$ cat src/rtl/a2_pkg.sv
// Shared defaults and helpers for the a2 lane buffer family.
// No logic; constants and a constant function only.
// Not applicable.
package a2_pkg;

  localparam int DEF_CHANNELS = 4;
  localparam int DEF_WIDTH    = 8;
  localparam int DEF_DEPTH    = 4;

  // Width needed to hold an occupancy value 0..depth inclusive.
  function automatic int level_w(input int depth);
    return $clog2(depth + 1);
  endfunction

endpackage

$ cat src/rtl/a2_lane.sv
// One elastic lane: DEPTH-entry circular buffer with valid/ready on both sides.
// Latency: a word accepted at edge t is presented on the output in cycle t+1.
// Backpressure: o_in_ready depends only on count, reset and flush; no path from i_out_ready.
module a2_lane
  import a2_pkg::*;
#(
  parameter  int WIDTH = DEF_WIDTH,
  parameter  int DEPTH = DEF_DEPTH,
  localparam int CNT_W = level_w(DEPTH)
) (
  input  logic             clk,
  input  logic             rst_n,
  input  logic             i_flush,
  input  logic             i_in_valid,
  output logic             o_in_ready,
  input  logic [WIDTH-1:0] i_in_data,
  output logic             o_out_valid,
  input  logic             i_out_ready,
  output logic [WIDTH-1:0] o_out_data,
  output logic [CNT_W-1:0] o_level
);

  localparam int               PTR_W    = $clog2(DEPTH);
  localparam logic [PTR_W-1:0] PTR_LAST = PTR_W'(DEPTH - 1);
  localparam logic [CNT_W-1:0] CNT_FULL = CNT_W'(DEPTH);

  logic [WIDTH-1:0] r_mem [DEPTH];
  logic [PTR_W-1:0] r_wr_ptr;
  logic [PTR_W-1:0] r_rd_ptr;
  logic [CNT_W-1:0] r_count;

  logic             w_push;
  logic             w_pop;
  logic [PTR_W-1:0] w_wr_ptr_nxt;
  logic [PTR_W-1:0] w_rd_ptr_nxt;

  // Handshake qualifiers and explicit pointer wrap (DEPTH need not be a power of two).
  always_comb begin
    o_in_ready   = rst_n && !i_flush && (r_count < CNT_FULL);
    o_out_valid  = (r_count != '0);
    w_push       = i_in_valid && o_in_ready;
    w_pop        = o_out_valid && i_out_ready;
    w_wr_ptr_nxt = (r_wr_ptr == PTR_LAST) ? '0 : r_wr_ptr + 1'b1;
    w_rd_ptr_nxt = (r_rd_ptr == PTR_LAST) ? '0 : r_rd_ptr + 1'b1;
    o_out_data   = o_out_valid ? r_mem[r_rd_ptr] : '0;
    o_level      = r_count;
  end

  // Storage is never reset; the output mask hides stale entries while empty.
  always_ff @(posedge clk) begin
    if (w_push) begin
      r_mem[r_wr_ptr] <= i_in_data;
    end
  end

  // Pointers and count; flush takes priority over any same-cycle pop.
  always_ff @(posedge clk) begin
    if (!rst_n || i_flush) begin
      r_wr_ptr <= '0;
      r_rd_ptr <= '0;
      r_count  <= '0;
    end else begin
      if (w_push) begin
        r_wr_ptr <= w_wr_ptr_nxt;
      end
      if (w_pop) begin
        r_rd_ptr <= w_rd_ptr_nxt;
      end
      unique case ({w_push, w_pop})
        2'b10:   r_count <= r_count + CNT_W'(1);
        2'b01:   r_count <= r_count - CNT_W'(1);
        default: r_count <= r_count;
      endcase
    end
  end

endmodule

$ cat src/rtl/a2_lane_buf.sv
// CHANNELS independent elastic lanes, each a WIDTH x DEPTH buffer with flush and level.
// Latency: one cycle from accepted push to out_valid on the same lane.
// Backpressure: in_ready is registered-state only; consumer stalls never reach the producer combinationally.
module a2_lane_buf
  import a2_pkg::*;
#(
  parameter  int CHANNELS = DEF_CHANNELS,
  parameter  int WIDTH    = DEF_WIDTH,
  parameter  int DEPTH    = DEF_DEPTH,
  localparam int CNT_W    = level_w(DEPTH)
) (
  input  logic                      clk,
  input  logic                      rst_n,
  input  logic [CHANNELS-1:0]       in_valid,
  output logic [CHANNELS-1:0]       in_ready,
  input  logic [CHANNELS*WIDTH-1:0] in_data,
  output logic [CHANNELS-1:0]       out_valid,
  input  logic [CHANNELS-1:0]       out_ready,
  output logic [CHANNELS*WIDTH-1:0] out_data,
  input  logic [CHANNELS-1:0]       flush,
  output logic [CHANNELS*CNT_W-1:0] level
);

  // Lanes share nothing but clock and reset; the top is pure slicing.
  for (genvar c = 0; c < CHANNELS; c++) begin : g_lane
    a2_lane #(
      .WIDTH (WIDTH),
      .DEPTH (DEPTH)
    ) u_lane (
      .clk         (clk),
      .rst_n       (rst_n),
      .i_flush     (flush[c]),
      .i_in_valid  (in_valid[c]),
      .o_in_ready  (in_ready[c]),
      .i_in_data   (in_data[c*WIDTH +: WIDTH]),
      .o_out_valid (out_valid[c]),
      .i_out_ready (out_ready[c]),
      .o_out_data  (out_data[c*WIDTH +: WIDTH]),
      .o_level     (level[c*CNT_W +: CNT_W])
    );
  end

endmodule

$ cat config.mk
export PLATFORM = sky130hd
export DESIGN_NAME = a2_lane_buf
export DESIGN_NICKNAME = d
export VERILOG_FILES = /design/src/rtl/a2_pkg.sv /design/src/rtl/a2_lane.sv /design/src/rtl/a2_lane_buf.sv
export SDC_FILE = /design/constraint.sdc
export NUM_CORES = 1
export LEC_CHECK = 0
export ABC_AREA = 1
export CAP_MARGIN = 20
export CORE_MARGIN = 4
export CORE_UTILIZATION = 56
export CTS_CLUSTER_SIZE = 30
export DETAILED_ROUTE_END_ITERATION = 10
export GPL_TIMING_DRIVEN = 0
export HOLD_SLACK_MARGIN = 0.15
export PLACE_DENSITY_LB_ADDON = 0.1
export SLEW_MARGIN = 10
export SYNTH_ARGS = -nofsm -noshare
export SYNTH_HDL_FRONTEND = slang
export SYNTH_SLANG_ARGS = --single-unit
$ cat constraint.sdc
create_clock -name clk -period 4 [get_ports clk]
set_input_delay 0.4 -clock clk [delete_from_list [all_inputs] [get_ports clk]]
set_output_delay 0.4 -clock clk [all_outputs]
set_load 0.005 [all_outputs]
==> metrics.sh, run 1 <==
STATUS='completed'
NFILLCELLS=932
SETUP_TNS_PS=0
MAX-CLOCK-PATH-BUFFERS=2
INSTANCES_NO_FILL=998
CTS-HOLD-FIX-BUFFERS=0
CRITICAL-PATH-SLOWEST-CELL='sky130_fd_sc_hd__clkdlybuf4s50_1'
FINAL-SEQ-AREA_UM2=4560
TOTALPOWERFINAL_W=0.00374
POST-ROUTE-WORST-SETUP-SLACK_PS=1540
SETUP.WORST_PATH.CLASS='flip-flop to output pin'
DRT-PASS1-ITER-COUNT=5
SYNTH_SEQUENTIAL_AREA_RATIO_PCT=62.4
NUM_ANTENNA_CELLS=0
POST_SYNTH_AND_OR_NAND_NOR_AREA_FRACTION_PCT=19.1
PATH_DELAY_FAMILY='buffers and inverters'
VIAS_AFTER_DETAILED_ROUTING=5079
DESIGN.DIE.AREA_UM2=15000
CRITPATHARRIVALTIME_PS=2060
HOLD_PATH_CLASS='input pin to flip-flop'
COMMONEST_NON_FILL_NON_TAP_CELLS_IN_THE_LAYOUT='sky130_fd_sc_hd__nand2_1, sky130_fd_sc_hd__edfxtp_1, sky130_fd_sc_hd__nor2_1'
INITIAL_ANTENNA_VIOLATION_COUNT=0
GRT-OVFL-TOTAL=0
TRITONCTS_CLOCK_TREE='done'
HOLD_VIOLATIONS=0
TIMING_WORST_SLEW_PIN_VALUE_PS=848
INITIAL_CORE_UTIL_PCT=57.5
MOSTFREQUENTLAYOUTCELL='sky130_fd_sc_hd__nand2_1'
POSTCTSSETUPREPAIRBUFS=0
WORSTPATHCELLLIST='inv_1 > buf_2 > nand2_1 > a21oi_1 > clkdlybuf4s50_1'
DOMINANT_COMBINATIONAL_CELL_FAMILY_BY_AREA_AFTER_SYNTHESIS='simple AND/OR/NAND/NOR gates'
TIMING.CRITICAL_PATH.REQUIRED_PS=3600
DIE_WIDTH_UM=122
SYNTH_SEQ_CELLS=164
HTREE_NUM_LEVELS=4
CTS_SINKS=164
TIMING.CRITICAL_PATH.FROM_TYPE='flip-flop'
TIMING.FINAL.CRIT_PERIOD_PS=2460
SYNTH_NETS=772
LAYOUT.NETS=887
LAYOUT.CELL_AREA.NON_FILLER_UM2=9080
DRT_ITER0_MARKERS=369
CTS_REPAIR_RESIZE_COUNT=0
SYNTH-WARNING-COUNT=0
CP_NUM_BUF_INV=3
REPORT.FINAL.SLEW_VIOL_COUNT=0
POST_DRT_VIA_CELL_RATIO=5.09
ENDPOINT_KIND='output pin'
DETAIL_ROUTE.WIRELENGTH_UM=15000
CHIPHEIGHT_UM=122
GRT_PASS1_WL_UM=23600
SYNTH-COMPOUND-AREA-SHARE_PCT=6.16
PLACEMENT_ROWS=41
GROWTH_OF_DESIGN_AREA_FROM_SYNTHESIS_TO_FINISH_PCT=24.2
POWER.IR.VDD_WORST_mV=0.252
NUMCTSBUFFERS=17
FINAL_MIN_PERIOD_OVER_CLOCK_PERIOD_PCT=61.5
CORE_UM2=12700
POST_SYNTHESIS_XOR_XNOR_AREA_FRACTION_PCT=0
POST_DP_CELL_AREA_UM2=8490
WL_PER_CELL_UM=15.0
LARGEST_NET_DEGREE_AT_THE_START_OF_GLOBAL_ROUTING=17
PLACE_INST=966
IOS=98
RELSLEWSLACK_PCT=43.3
POST_SYNTH_MUX_AREA_SHARE_PCT=0
CRIT_PATH_MAX_INCR_DELAY_PS=540
CTS.CLK_SLEW.WORST_PATHS_PS=60
CELLLEAKAGEPOWER_nW=3.57
MULTIINPUTGATEAREA_UM2=2220
CLOCK_TREE.ROOT_CELL='sky130_fd_sc_hd__clkbuf_16'
MAPPEDNETLISTAREA_UM2=7310
POWER_DENSITY_nW_PER_UM2=412
TIMING.FMAX_GHz=0.407
RSZ_0062_RAISED_AFTER_GLOBAL_ROUTING='no'
DRCVIOLATIONCOUNT=0
POST_ROUTE_CELLS_DRIVE_ABOVE_1_SHARE_PCT=9.69
ANTENNA_LEFT=0
CLKLATENCYLATEPIN_PS=420
PORT_BUFFERS=96
SYNTH.AVG_CELL_AREA_UM2=10.5
YS_TYPES=24
CP_MAX_FO=10
TIMING.FINAL.SETUP_VIOLATIONS=0
SYNTH_FA_HA_AREA_SHARE_PCT=5.20
POST_SYNTH_INST_COUNT=698
FIRST_GLOBAL_VIAS=5014
FINAL.SETUP_SKEW_PS=7.05
PLACE_WS_PS=1620
PLACE.GP.CONGESTION=0.808
DETAILEDPLACEMENTHPWL_UM=10200
DRV_CAP=0
GRT_UTIL_ALL_LAYERS_PCT=20.7
==> metal layers <==
| metal | routed length (um) | global-route usage, % |
|---|---|---|
| met2 | 7730 | 36.0 |
| met4 | 277 | 8.75 |
| met3 | 763 | 4.70 |
| met1 | 6180 | 25.0 |
| met5 | 0 | 0 |
==> flip-flops by register name, summed over array words and instances (netlist names), named ones only <==
signal	count
g_lane.u_lane.r_wr_ptr	8
g_lane.u_lane.r_rd_ptr	8
g_lane.u_lane.o_level	12
g_lane.u_lane.r_mem	128
==> cell type report <==
type / count / share of cell area [%]
plain buffers: 25 / 2.49
inverters: 73 / 3.29
clock buffers: 18 / 4.73
flip-flops and latches: 164 / 50.3
clock inverters: 14 / 1.78
multi-input cells: 436 / 24.5
repair buffers: 96 / 10.6
well taps: 172 / 2.37
==> tightest hold or removal path, cell delays in order <==
cell	delay [ps]
sky130_fd_sc_hd__buf_6	130
sky130_fd_sc_hd__nand4_4	140
sky130_fd_sc_hd__nand3_1	70
sky130_fd_sc_hd__nand2_1	50
==> kinds of logic (layout without fill, tap and decap cells) <==
logic type      Yosys count  after routing
simple gates            324            324
flops                   164            164
buf+inv                  98            226
compound gates           84             84
fa+ha+maj                28             28
==> final timing paths <==
kind                                                   start                      endpoint  slack (ps)  cells past startpoint
worst min-delay path                                   rst_n  g_lane[3].u_lane.r_wr_ptr[1]         420                      4
worst max-delay path                               flip-flop                   out_data[1]        1540                      5
worst max register to register   g_lane[1].u_lane.o_level[2]   g_lane[1].u_lane.o_level[2]        2060                     13
worst min register to register  g_lane[3].u_lane.r_wr_ptr[1]  g_lane[3].u_lane.r_wr_ptr[1]         510                      2
==> synth_stat cells <==
cell type,number,area share [%]
sky130_fd_sc_hd__o21ai_0,28,1.9
sky130_fd_sc_hd__o21ai_2,4,0.48
sky130_fd_sc_hd__o21ai_1,8,0.55
sky130_fd_sc_hd__ha_1,24,4.1
sky130_fd_sc_hd__dfxtp_1,36,9.9
sky130_fd_sc_hd__fa_1,4,1.1
sky130_fd_sc_hd__a21oi_2,4,0.48
sky130_fd_sc_hd__a21oi_1,40,2.7
sky130_fd_sc_hd__buf_6,13,2.0
sky130_fd_sc_hd__nand2_1,174,8.9
sky130_fd_sc_hd__nor2_8,2,0.55
sky130_fd_sc_hd__inv_1,67,3.4
sky130_fd_sc_hd__nand3_1,12,0.82
sky130_fd_sc_hd__inv_2,1,0.051
sky130_fd_sc_hd__nand2_2,2,0.17
sky130_fd_sc_hd__buf_2,4,0.27
sky130_fd_sc_hd__nor2_4,2,0.31
sky130_fd_sc_hd__edfxtp_1,128,53
sky130_fd_sc_hd__nand4_4,4,1.2
sky130_fd_sc_hd__nor2_1,120,6.2
sky130_fd_sc_hd__buf_4,8,0.82
sky130_fd_sc_hd__nand3b_1,4,0.41
sky130_fd_sc_hd__inv_6,5,0.60
sky130_fd_sc_hd__nor3_2,4,0.55
==> power breakdown <==
group / total [W] / switching, W / internal [W] / leakage (nW)
Sequential: 0.00186 / 0.00000881 / 0.00186 / 1.45
Clock: 0.00162 / 0.000642 / 0.000975 / 0.273
Combinational: 0.000257 / 0.000133 / 0.000124 / 1.85
==> per-stage QoR <==
step	util (%)	hold WS [ps]
6_report	71.4	418
5_1_grt	71.4	420
4_1_cts	71.4	404
3_5_place_dp	66.7	499
3_3_place_gp	66.7	490
2_1_floorplan	-	478
Power figures use the tool's default switching activity.
==> run 2, diff against run 1 <==
--- a/config.mk
+++ b/config.mk
@@ -8,7 +8,7 @@
 export ABC_AREA = 1
 export CAP_MARGIN = 20
 export CORE_MARGIN = 4
-export CORE_UTILIZATION = 56
+export CORE_UTILIZATION = 55
 export CTS_CLUSTER_SIZE = 30
 export DETAILED_ROUTE_END_ITERATION = 10
 export GPL_TIMING_DRIVEN = 0
==> constraint.sdc (replaced) <==
create_clock -name clk -period 2.58 [get_ports clk]
set_input_delay 0.258 -clock clk [delete_from_list [all_inputs] [get_ports clk]]
set_output_delay 0.258 -clock clk [all_outputs]
set_load 0.005 [all_outputs]
==> metrics.sh, run 2 (synthesis results as in run 1) <==
CP_MAX_FO=8
ENDPOINT_KIND='output pin'
TIMING.CRITICAL_PATH.REQUIRED_PS=2320
TIMING.CRITICAL_PATH.MODE_CELL='sky130_fd_sc_hd__inv_1'
PLACEMENT_ROWS=41
POWER_FRAC_COMB_PCT=6.7
TIMING.FINAL.SETUP_VIOLATIONS=0
POWER.CLOCK.FRACTION_PCT=44.4
SW_PWR_W=0.00118
CLOCK_TREE.ROOT_CELL='sky130_fd_sc_hd__clkbuf_16'
CRIT_PATH_MAX_INCR_DELAY_PS=540
GRT-OVFL-TOTAL=0
MAX-CLOCK-PATH-BUFFERS=2
TRITONCTS_CLOCK_TREE='done'
SETUP.WORST_PATH.CLASS='flip-flop to output pin'
FINAL_MIN_PERIOD_OVER_CLOCK_PERIOD_PCT=89.7
TIMING.FMAX_GHz=0.432
TIMING_WORST_SLEW_PIN_VALUE_PS=845
POWER_DENSITY_nW_PER_UM2=647
DRCVIOLATIONCOUNT=0
POST-ROUTE-WORST-SETUP-SLACK_PS=265
MOSTFREQUENTLAYOUTCELL='sky130_fd_sc_hd__nand2_1'
WORSTPATHCELLLIST='inv_1 > nand2_1 > inv_1 > a21oi_1 > clkdlybuf4s50_1'
GRT_PASS1_WL_UM=22700
NUMBER_OF_FLIP_FLOPS_IN_THE_LARGEST_REGISTER=128
POSTCTSSETUPREPAIRBUFS=0
SEQUENTIAL_POWER_SHARE_PCT=48.9
CTS.CLK_SLEW.WORST_PATHS_PS=60
RELSLEWSLACK_PCT=43.5
COMMONEST_NON_FILL_NON_TAP_CELLS_IN_THE_LAYOUT='sky130_fd_sc_hd__nand2_1, sky130_fd_sc_hd__edfxtp_1, sky130_fd_sc_hd__nor2_1'
DRT-PASS1-ITER-COUNT=5
CHIPHEIGHT_UM=123
CTS-HOLD-FIX-BUFFERS=0
IOS=98
CRITICAL-PATH-SLOWEST-CELL='sky130_fd_sc_hd__clkdlybuf4s50_1'
GRT_UTIL_ALL_LAYERS_PCT=19.3
LARGEST_NET_DEGREE_AT_THE_START_OF_GLOBAL_ROUTING=17
NUMCTSBUFFERS=17
POST_ROUTE_CELLS_DRIVE_ABOVE_1_SHARE_PCT=10.0
P_INT_W=0.00473
DETAIL_ROUTE.WIRELENGTH_UM=14100
DETAILEDPLACEMENTHPWL_UM=10100
R2R_SETUP_SLK_PS=600
DIE_WIDTH_UM=123
PORT_BUFFERS=96
SETUP_TNS_PS=0
FINAL.SETUP_SKEW_PS=6.89
CTS_REPAIR_RESIZE_COUNT=0
HOLDPATHEND='g_lane[2].u_lane.r_wr_ptr[1]'
PLACE_INST=966
HOLD_START='rst_n'
WL_PER_CELL_UM=14.1
CRITPATHARRIVALTIME_PS=2060
INITIAL_ANTENNA_VIOLATION_COUNT=0
POST_DRT_VIA_CELL_RATIO=5.00
LARGEST_REGISTER='g_lane.u_lane.r_mem'
PLACE_WS_PS=333
POST_DP_CELL_AREA_UM2=8490
REPORT.FINAL.SLEW_VIOL_COUNT=0
STATUS='completed'
GROWTH_OF_DESIGN_AREA_FROM_SYNTHESIS_TO_FINISH_PCT=24.9
WORST_HOLD_PATH.NUM_CELLS=4
FIRST_GLOBAL_VIAS=4978
INITIAL_CORE_UTIL_PCT=57.0
HTREE_NUM_LEVELS=4
DESIGN.DIE.AREA_UM2=15200
PATH_DELAY_FAMILY='buffers and inverters'
VIAS_AFTER_DETAILED_ROUTING=4986
TIMING.CRITICAL_PATH.FROM_TYPE='flip-flop'
LAYOUT.NETS=887
CTS_SINKS=164
RSZ_0062_RAISED_AFTER_GLOBAL_ROUTING='no'
LAYOUT.CELL_AREA.NON_FILLER_UM2=9140
CORE_UM2=12800
POWER.SHARE.SWITCHING_PCT=20.0
PLACE.GP.CONGESTION=0.776
ANTENNA_LEFT=0
CLKLATENCYLATEPIN_PS=410
CP_NUM_BUF_INV=3
POWER.IR.VDD_WORST_mV=0.430
TIMING.FINAL.CRIT_PERIOD_PS=2310
DRT_ITER0_MARKERS=267
HOLD_PATH_CLASS='input pin to flip-flop'
WORSTREGTOREGCELLS=13
CELLLEAKAGEPOWER_nW=3.61
INSTANCES_NO_FILL=998
RR_ENDPOINT='g_lane[1].u_lane.o_level[2]'
NUM_ANTENNA_CELLS=0
HOLD_VIOLATIONS=0
FIN_WORST_HOLD_SLACK_PS=282
CRITICAL_PATH.REG2REG.STARTPOINT='g_lane[1].u_lane.o_level[0]'
DRV_CAP=0
[run 2: layer usage]
layer / global-route usage [%] / vias up / wire length, um
met5: 0 / - / 0
met4: 6.23 / 0 / 148
met3: 4.85 / 12 / 746
met2: 33.3 / 111 / 7150
met1: 24.0 / 2344 / 6060
li1: - / 2519 / -
[run 2: worst register-to-register path: stages (launching register included)]
cell	delay, ps
sky130_fd_sc_hd__dfxtp_1	370
sky130_fd_sc_hd__inv_1	110
sky130_fd_sc_hd__nand2_1	200
sky130_fd_sc_hd__nand2_1	130
sky130_fd_sc_hd__inv_1	80
sky130_fd_sc_hd__ha_1	160
sky130_fd_sc_hd__inv_1	70
sky130_fd_sc_hd__fa_1	390
sky130_fd_sc_hd__inv_1	80
sky130_fd_sc_hd__nand2_1	50
sky130_fd_sc_hd__nand3_1	90
sky130_fd_sc_hd__nand2_1	60
sky130_fd_sc_hd__nand2_1	50
sky130_fd_sc_hd__nor2_1	30
[run 2: layout make-up]
cell class	count	area, um^2
fill	938	3690
inverter	73	299
timing repair buffer	96	961
tap	172	215
multi-input combinational	436	2220
clock buffer	24	536
clock inverter	8	110
sequential	164	4560
buffer	25	226
[run 2: how the worst max path moves through the flow]
stage	depth (start not counted)	startpoint	end	slack, ps
after floorplan	13	g_lane[2].u_lane.o_level[2]	g_lane[2].u_lane.o_level[2]	920
after global placement	12	flush[2]	g_lane[2].u_lane.o_level[2]	410
after detailed placement	12	flush[2]	g_lane[2].u_lane.o_level[2]	330
after CTS	5	g_lane[1].u_lane.o_level[0]	out_data[10]	280
after global routing	5	g_lane[1].u_lane.o_level[0]	out_data[10]	160
final	5	g_lane[1].u_lane.o_level[0]	out_data[10]	270
[run 2: power by group through the flow]
stage | Sequential, W | Combinational, W | Clock (W)
CTS | 0.00289 | 0.000399 | 0.00267
global route | 0.00289 | 0.000439 | 0.00280
detailed placement | 0.00295 | 0.000396 | 0
finish | 0.00289 | 0.000394 | 0.00263
floorplan | 0.00294 | 0.000185 | 0
global placement | 0.00294 | 0.000386 | 0
[run 2: metrics by stage]
stage / power [W] / util [%]
finish: 0.00591 / 71.2
global route: 0.00613 / 71.2
CTS: 0.00596 / 71.2
detailed placement: 0.00334 / 66.2
global placement: 0.00333 / 66.2
floorplan: 0.00313 / -
